$ cat src/rtl/hyper_ck_burst_gen.sv
// HyperBus CK/CK# burst generator: register-divided, glitch-free differential clock
// steered to one of NB_CH channels, with rise/fall strobes for the DDR datapath.
module hyper_ck_burst_gen #(
   parameter int NB_CH = 2,
   parameter int CNT_W = 16,
   parameter int DIV_W = 4,
   parameter int CH_W  = (NB_CH > 1) ? $clog2(NB_CH) : 1
) (
   input  logic             clk_i,
   input  logic             rst_ni,
   input  logic [DIV_W-1:0] cfg_div_i,
   input  logic             start_valid_i,
   output logic             start_ready_o,
   input  logic [CNT_W-1:0] burst_len_i,
   input  logic [CH_W-1:0]  ch_i,
   input  logic             abort_i,
   output logic [NB_CH-1:0] ck_o,
   output logic [NB_CH-1:0] ck_no,
   output logic             rise_o,
   output logic             fall_o,
   output logic             busy_o,
   output logic             done_o,
   output logic [CNT_W-1:0] cycles_o
);

   typedef enum logic [1:0] {S_IDLE, S_HIGH, S_LOW} state_t;

   state_t           r_state, w_state_next;
   logic [DIV_W-1:0] r_div, r_phase, w_phase_next;
   logic [CNT_W-1:0] r_len, r_cycles, w_cycles_next, w_cycles_inc;
   logic [CH_W-1:0]  r_ch, w_ch_eff;
   logic             r_abort, w_abort_next;
   logic             r_rise, r_fall, r_done;
   logic             w_rise_next, w_fall_next, w_done_next;
   logic [NB_CH-1:0] r_ck, w_ck_next;
   logic             w_accept, w_phase_end;

   assign w_accept     = (r_state == S_IDLE) && start_valid_i;
   assign w_phase_end  = (r_phase == r_div);
   assign w_cycles_inc = r_cycles + CNT_W'(1);
   assign w_ch_eff     = w_accept ? ch_i : r_ch;

   always_comb begin
      w_state_next  = r_state;
      w_phase_next  = r_phase;
      w_cycles_next = r_cycles;
      w_abort_next  = r_abort;
      w_done_next   = 1'b0;
      case (r_state)
         S_IDLE: begin
            if (w_accept) begin
               w_cycles_next = '0;
               w_phase_next  = '0;
               if (burst_len_i == '0) begin
                  w_done_next = 1'b1;
               end else begin
                  w_state_next = S_HIGH;
               end
            end
         end
         S_HIGH: begin
            w_abort_next = r_abort | abort_i;
            if (w_phase_end) begin
               w_phase_next = '0;
               w_state_next = S_LOW;
            end else begin
               w_phase_next = r_phase + DIV_W'(1);
            end
         end
         S_LOW: begin
            w_abort_next = r_abort | abort_i;
            if (w_phase_end) begin
               w_phase_next  = '0;
               w_cycles_next = w_cycles_inc;
               // Abort only ever takes effect here, so the last pulse is always full width.
               if ((w_cycles_inc == r_len) || r_abort || abort_i) begin
                  w_state_next = S_IDLE;
                  w_done_next  = 1'b1;
                  w_abort_next = 1'b0;
               end else begin
                  w_state_next = S_HIGH;
               end
            end else begin
               w_phase_next = r_phase + DIV_W'(1);
            end
         end
         default: begin
            w_state_next = S_IDLE;
            w_abort_next = 1'b0;
         end
      endcase
      w_rise_next = (w_state_next == S_HIGH) && (r_state != S_HIGH);
      w_fall_next = (w_state_next == S_LOW) && (r_state == S_HIGH);
   end

   // Out-of-range channel selects match no lane, so every CK stays low.
   genvar gi;
   generate
      for (gi = 0; gi < NB_CH; gi++) begin : g_lane
         assign w_ck_next[gi] = (w_state_next == S_HIGH) && (w_ch_eff == CH_W'(gi));
      end
   endgenerate

   always_ff @(posedge clk_i or negedge rst_ni) begin
      if (!rst_ni) begin
         r_state  <= S_IDLE;
         r_phase  <= '0;
         r_cycles <= '0;
         r_abort  <= 1'b0;
         r_div    <= '0;
         r_len    <= '0;
         r_ch     <= '0;
         r_ck     <= '0;
         r_rise   <= 1'b0;
         r_fall   <= 1'b0;
         r_done   <= 1'b0;
      end else begin
         r_state  <= w_state_next;
         r_phase  <= w_phase_next;
         r_cycles <= w_cycles_next;
         r_abort  <= w_abort_next;
         r_ck     <= w_ck_next;
         r_rise   <= w_rise_next;
         r_fall   <= w_fall_next;
         r_done   <= w_done_next;
         if (w_accept) begin
            r_div <= cfg_div_i;
            r_len <= burst_len_i;
            r_ch  <= ch_i;
         end
      end
   end

   assign ck_o          = r_ck;
   assign ck_no         = ~r_ck;
   assign rise_o        = r_rise;
   assign fall_o        = r_fall;
   assign done_o        = r_done;
   assign cycles_o      = r_cycles;
   assign busy_o        = (r_state != S_IDLE);
   assign start_ready_o = (r_state == S_IDLE);

endmodule

$ cat config.mk
export PLATFORM = sky130hd
export DESIGN_NAME = hyper_ck_burst_gen
export DESIGN_NICKNAME = d
export VERILOG_FILES = /design/src/rtl/hyper_ck_burst_gen.sv
export SDC_FILE = /design/constraint.sdc
export NUM_CORES = 1
export LEC_CHECK = 0
export CAP_MARGIN = 40
export CORE_MARGIN = 2
export CORE_UTILIZATION = 40
export CTS_CLUSTER_DIAMETER = 80
export DETAILED_ROUTE_END_ITERATION = 8
export PLACE_DENSITY = 0.65
export SKIP_LAST_GASP = 1
export SLEW_MARGIN = 20
export SYNTH_ARGS = -nofsm -noshare
export SYNTH_HDL_FRONTEND = slang
export SYNTH_SLANG_ARGS = --single-unit
$ cat constraint.sdc
create_clock -name clk_i -period 2.3 [get_ports clk_i]
set_input_delay 0.46 -clock clk_i [delete_from_list [all_inputs] [get_ports clk_i]]
set_output_delay 0.46 -clock clk_i [all_outputs]
set_load 0.05 [all_outputs]
Word level (Yosys, flattened, before mapping). Cells that the tools add are included.

Register bits: 49. Latch bits: 0. Bits in writable memories: 0. Memory bits (read-only): 0. Bits of input ports: 25. Logic and storage cells: 61. Memories kept: 0.

Add/sub/neg operators: 2. $mul: 0. Divide/modulo/power cells: 0. $lt $le $gt $ge: 0. Eq/ne operators: 9. Shift-type cells: 0. Muxes and demuxes: 21. Bitwise gates (word level): 3. Reduce and logical (&&, ||, !) cells: 15.

Operator list (count): 2-to-1 mux 16 bit (2); case mux 16 bit (2 select lines) (1); adder 16 x 1 -> 16 bit (second input constant) (1); == test 16 bit (1); logical NOT 16 bit (1); 2-to-1 mux 1 bit (8); 2-to-1 mux 2 bit (4); 2-to-1 mux 4 bit (2); case mux 4 bit (2 select lines) (1); case mux 2 bit (3 select lines) (1); nonzero test 2 bit (3); logical AND 1 bit (5); adder 4 x 1 -> 4 bit (second input constant) (1); == test 2 x 1 -> 1 bit (second input constant) (2); == test 2 bit (second input constant) (2); == test 4 bit (1); != test 2 x 1 -> 1 bit (second input constant) (2); case mux 1 bit (3 select lines) (1); AND reduction 3 bit (1); logical NOT 2 bit (1); logical OR 1 bit (2); != test 2 bit (second input constant) (1); NOT 2 bit (1); case mux 1 bit (2 select lines) (1); 4 further kinds (4).

Logic depth before layout (Yosys ltp).
Depth after elaboration: 9. Depth in mapped cells: 8. Gate-level depth less buffers: 8.

Worst setup path after synthesis. Ideal clock, no wire load.

Path type: register -> register. From: reg r_cycles[0], in the netlist cycles_o[0]. To: reg r_state[0]. Arrival time: 2.455 ns. Required time: 2.168 ns. Path slack: -0.288 ns. Stages on the path, launching flop included: 9. Clock period less this slack: 2.588 ns. Cell sequence: dfrtp_1 > ha_1 > buf_2 > nand3_2 > nor3_1 > mux2i_1 > a2111oi_2 > and4_4 > nor3_1.

Cells in the longest elaborated chain, start to end: 7.

RTL lines: start, declared (line 30) `logic [CNT_W-1:0] r_len, r_cycles, w_cycles_next, w_cycles_inc;`; start signal, assigned (line 120) `r_cycles <= w_cycles_next;`; adder 16 x 1 -> 16 bit (line 40) `assign w_cycles_inc = r_cycles + CNT_W'(1);`; == test 16 bit (line 76) `if ((w_cycles_inc == r_len) || r_abort || abort_i) begin`; logical OR 1 bit (2 in a row) (line 76); 2-to-1 mux 1 bit (line 76); 2-to-1 mux 2 bit (line 72) `if (w_phase_end) begin`; case mux 2 bit (3 select lines) (line 49) `case (r_state)`; net w_state_next[0] (line 28) `state_t r_state, w_state_next;`; end signal, assigned (line 118) `r_state <= w_state_next;`; end, declared (line 28).

The timed path passes the listed nets, and every way through them passes these cells. A chain may end at the register's enable or synchronous reset.

Worst setup path after layout.
From: reg r_cycles[11], in the netlist cycles_o[11]. To: out cycles_o[11].

RTL lines: end, declared (line 23) `output logic [CNT_W-1:0] cycles_o`.

No word-level cell between the ends.

==> results.cfg <==
[timing]
max_freq_mhz = 455
hold_violations = 0
setup_viol = 0
fin_crit_sh = 0.956
slew_headroom = 0.616
fin_crit_ns = 2.20
worst_slack_ns = 0.102
worst_clock_skew_ns = 0.00543
final_max_slew_viol_count = 0
grt_setup_unrepaired = no
worst_pin_slew_ns = 0.576
whs_ns = 0.152

[worst_setup_path]
setup.worst_path.start = cycles_o[11]
crit_buf_inv = 1
cp-start-kind = flip-flop
r2r_start = cycles_o[0]
reg2reg_to = r_state[0]
max_stage_delay_ns = 0.87
path_cells = clkdlybuf4s50_1
cp_slowest_cell = clkdlybuf4s50_1
crit_path_end_kind = output pin
reg2reg_depth = 7
r2r_slack_ns = 0.18
required_ns = 1.84
path_max_fanout = 11
crit_family = buffers and inverters
crit_arrival_ns = 1.74
worstSetupPathType = reg -> out

[pwr]
internal_power_mw = 2.21
p_leak_nw = 1.60
vdd.ir_drop.worst_v = 0.000465
power_frac_seq = 0.368
switching_share = 0.387
power_density_nw_per_um2 = 927
power_frac_comb = 0.455
p_switching_mw = 1.39
clkPwrFrac = 0.177
p_total_mw = 3.60

[finish]
most-common-layout-cells = 46 x clkdlybuf4s50_1, 40 x dfrtp_1, 32 x buf_4
final_common_cell = clkdlybuf4s50_1
syn2layout_area_growth_pct = 30.2
diodes = 0
drive_above_1_share = 0.240
fillCellCount = 668
stdcell_area_um2 = 3880
nets = 405

[yosys]
synth-seq-cells = 49
synth_area_per_cell_um2 = 9.78
synth_cells = 305
yosysWarnings = 0
syn_area_um2 = 2980
synthFlopType = dfrtp_1
ys_types = 54
yosysSeqAreaShare = 0.411
postSynthNetCount = 336
synth_edf_count = 0
async_flop_share = 1.00

[place]
portBuffers = 49
placed_area_um2 = 3760
post-place-ws_ns = 0.0196
dp_hpwl_um = 5450
gp_congestion = 0.838

[drt]
vias = 2525
ant_nets = 0
vias_per_cell = 5.33
initialDrtViolationCount = 93
avgRoutedWirePerCell_um = 15.0
drc = 0
firstDrtPassIters = 4
wirelength_um = 7100

[die]
core-area_um2 = 7250
dieArea_um2 = 8170
rows = 31
die_x_um = 90.4
start_util = 0.411
die_h_um = 90.4
io_pins = 50

[global_routing]
grt-ovfl-total = 0
grt_pass1_vias = 2490
grt_max_degree = 27
grt_pass1_wl_um = 12200
grt_usage = 0.183
antenna_found_initial = 0

[worst_hold_path]
hp-class = in -> async

[run]
cap_violations = 0

[cts]
htreeDepth = 2
ctsHoldBuffers = 0
clk_path_buf_depth = 2
root_buffer = clkbuf_8
cts.sinks = 49
cts_setup_buffers = 0
cts_buffers = 5
clock_latency_ns = 0.30
clk_pin_slew_ns = 0.09
tritoncts = built

[outcome]
status = finished, final reports clean
## synth_stat cells, types with 4 or more instances
cell type	number	area share
dfrtp_1	49	0.41
o21ai_0	28	0.047
nor2_1	26	0.033
mux2_2	22	0.083
nand2_1	16	0.020
xnor2_1	16	0.047
a21oi_1	10	0.017
inv_1	10	0.013
nand3_1	10	0.017
clkbuf_1	8	0.010
nor4_1	8	0.017
ha_1	6	0.025
nand2b_1	6	0.013
nand4_1	6	0.013
o31ai_1	6	0.015
xor2_1	6	0.018
nor2b_1	5	0.010
buf_2	4	0.0067
o41ai_1	4	0.012
## worst max path at each step
stage	endpoint	slack, ns	cells past startpoint
after detailed placement	fall_o	0.02	8
final	cycles_o[11]	0.10	1
after global placement	fall_o	0.1	8
after global routing	cycles_o[9]	0.004	5
after CTS	cycles_o[12]	0.10	1
after floorplan	r_state[0]	-0.002	8
## final cells by class
type,count,area [µm²],share of cell area
clock buffer,7,86.3,0.0222
clock inverter,1,30.0,0.00773
sequential,49,1240,0.319
multi-input combinational,228,1640,0.423
timing repair buffer,80,726,0.187
tap,99,124,0.0319
inverter,10,37.5,0.00966
## metrics by stage
step	TNS, ns	instances	utilization
after floorplan	-0.00196	305	-
after global placement	0	466	0.519
after detailed placement	0	466	0.519
after CTS	0	474	0.535
after global routing	0	474	0.536
final	0	474	0.536
## flip-flops by register name (all words and copies together) (netlist names)
register  cells
r_ch          1
r_phase       4
fall_o        1
done_o        1
r_state       2
cycles_o     16
ck_o          2
r_len        16
r_div         4
rise_o        1
r_abort       1
## cells by family after synthesis
kind of cell               Yosys count  share of synthesized area
and+or+nand+nor                    110                      0.220
AOI/OAI and AO/OA                   65                      0.139
adders and majority gates            6                     0.0252
DFF                                 49                      0.411
muxes                               24                     0.0897
xor gates and xnor gates            23                     0.0721
buffers and inverters               28                     0.0432
## power groups by stage
| stage | Clock, mW | Sequential (mW) | Combinational (mW) |
|---|---|---|---|
| finish | 0.636 | 1.33 | 1.64 |
| global route | 0.688 | 1.37 | 1.82 |
| CTS | 0.648 | 1.33 | 1.65 |
| detailed placement | 0 | 1.35 | 1.63 |
| global placement | 0 | 1.34 | 1.62 |
| floorplan | 0 | 1.37 | 1.13 |
## repair_timing
action	4_1_cts	5_1_grt
hold endpoints to repair	0	0
setup endpoints to repair	0	4
resized for setup	0	2
## layer usage
metal / global-route usage / wire length (µm) / up-vias
met4: 0.0372 / 34 / 0
met3: 0.0292 / 255 / 5
met5: 0 / 0 / -
met2: 0.305 / 3420 / 56
met1: 0.253 / 3390 / 1221
li1: - / - / 1243
No activity file was read; power rests on OpenSTA's default activity.
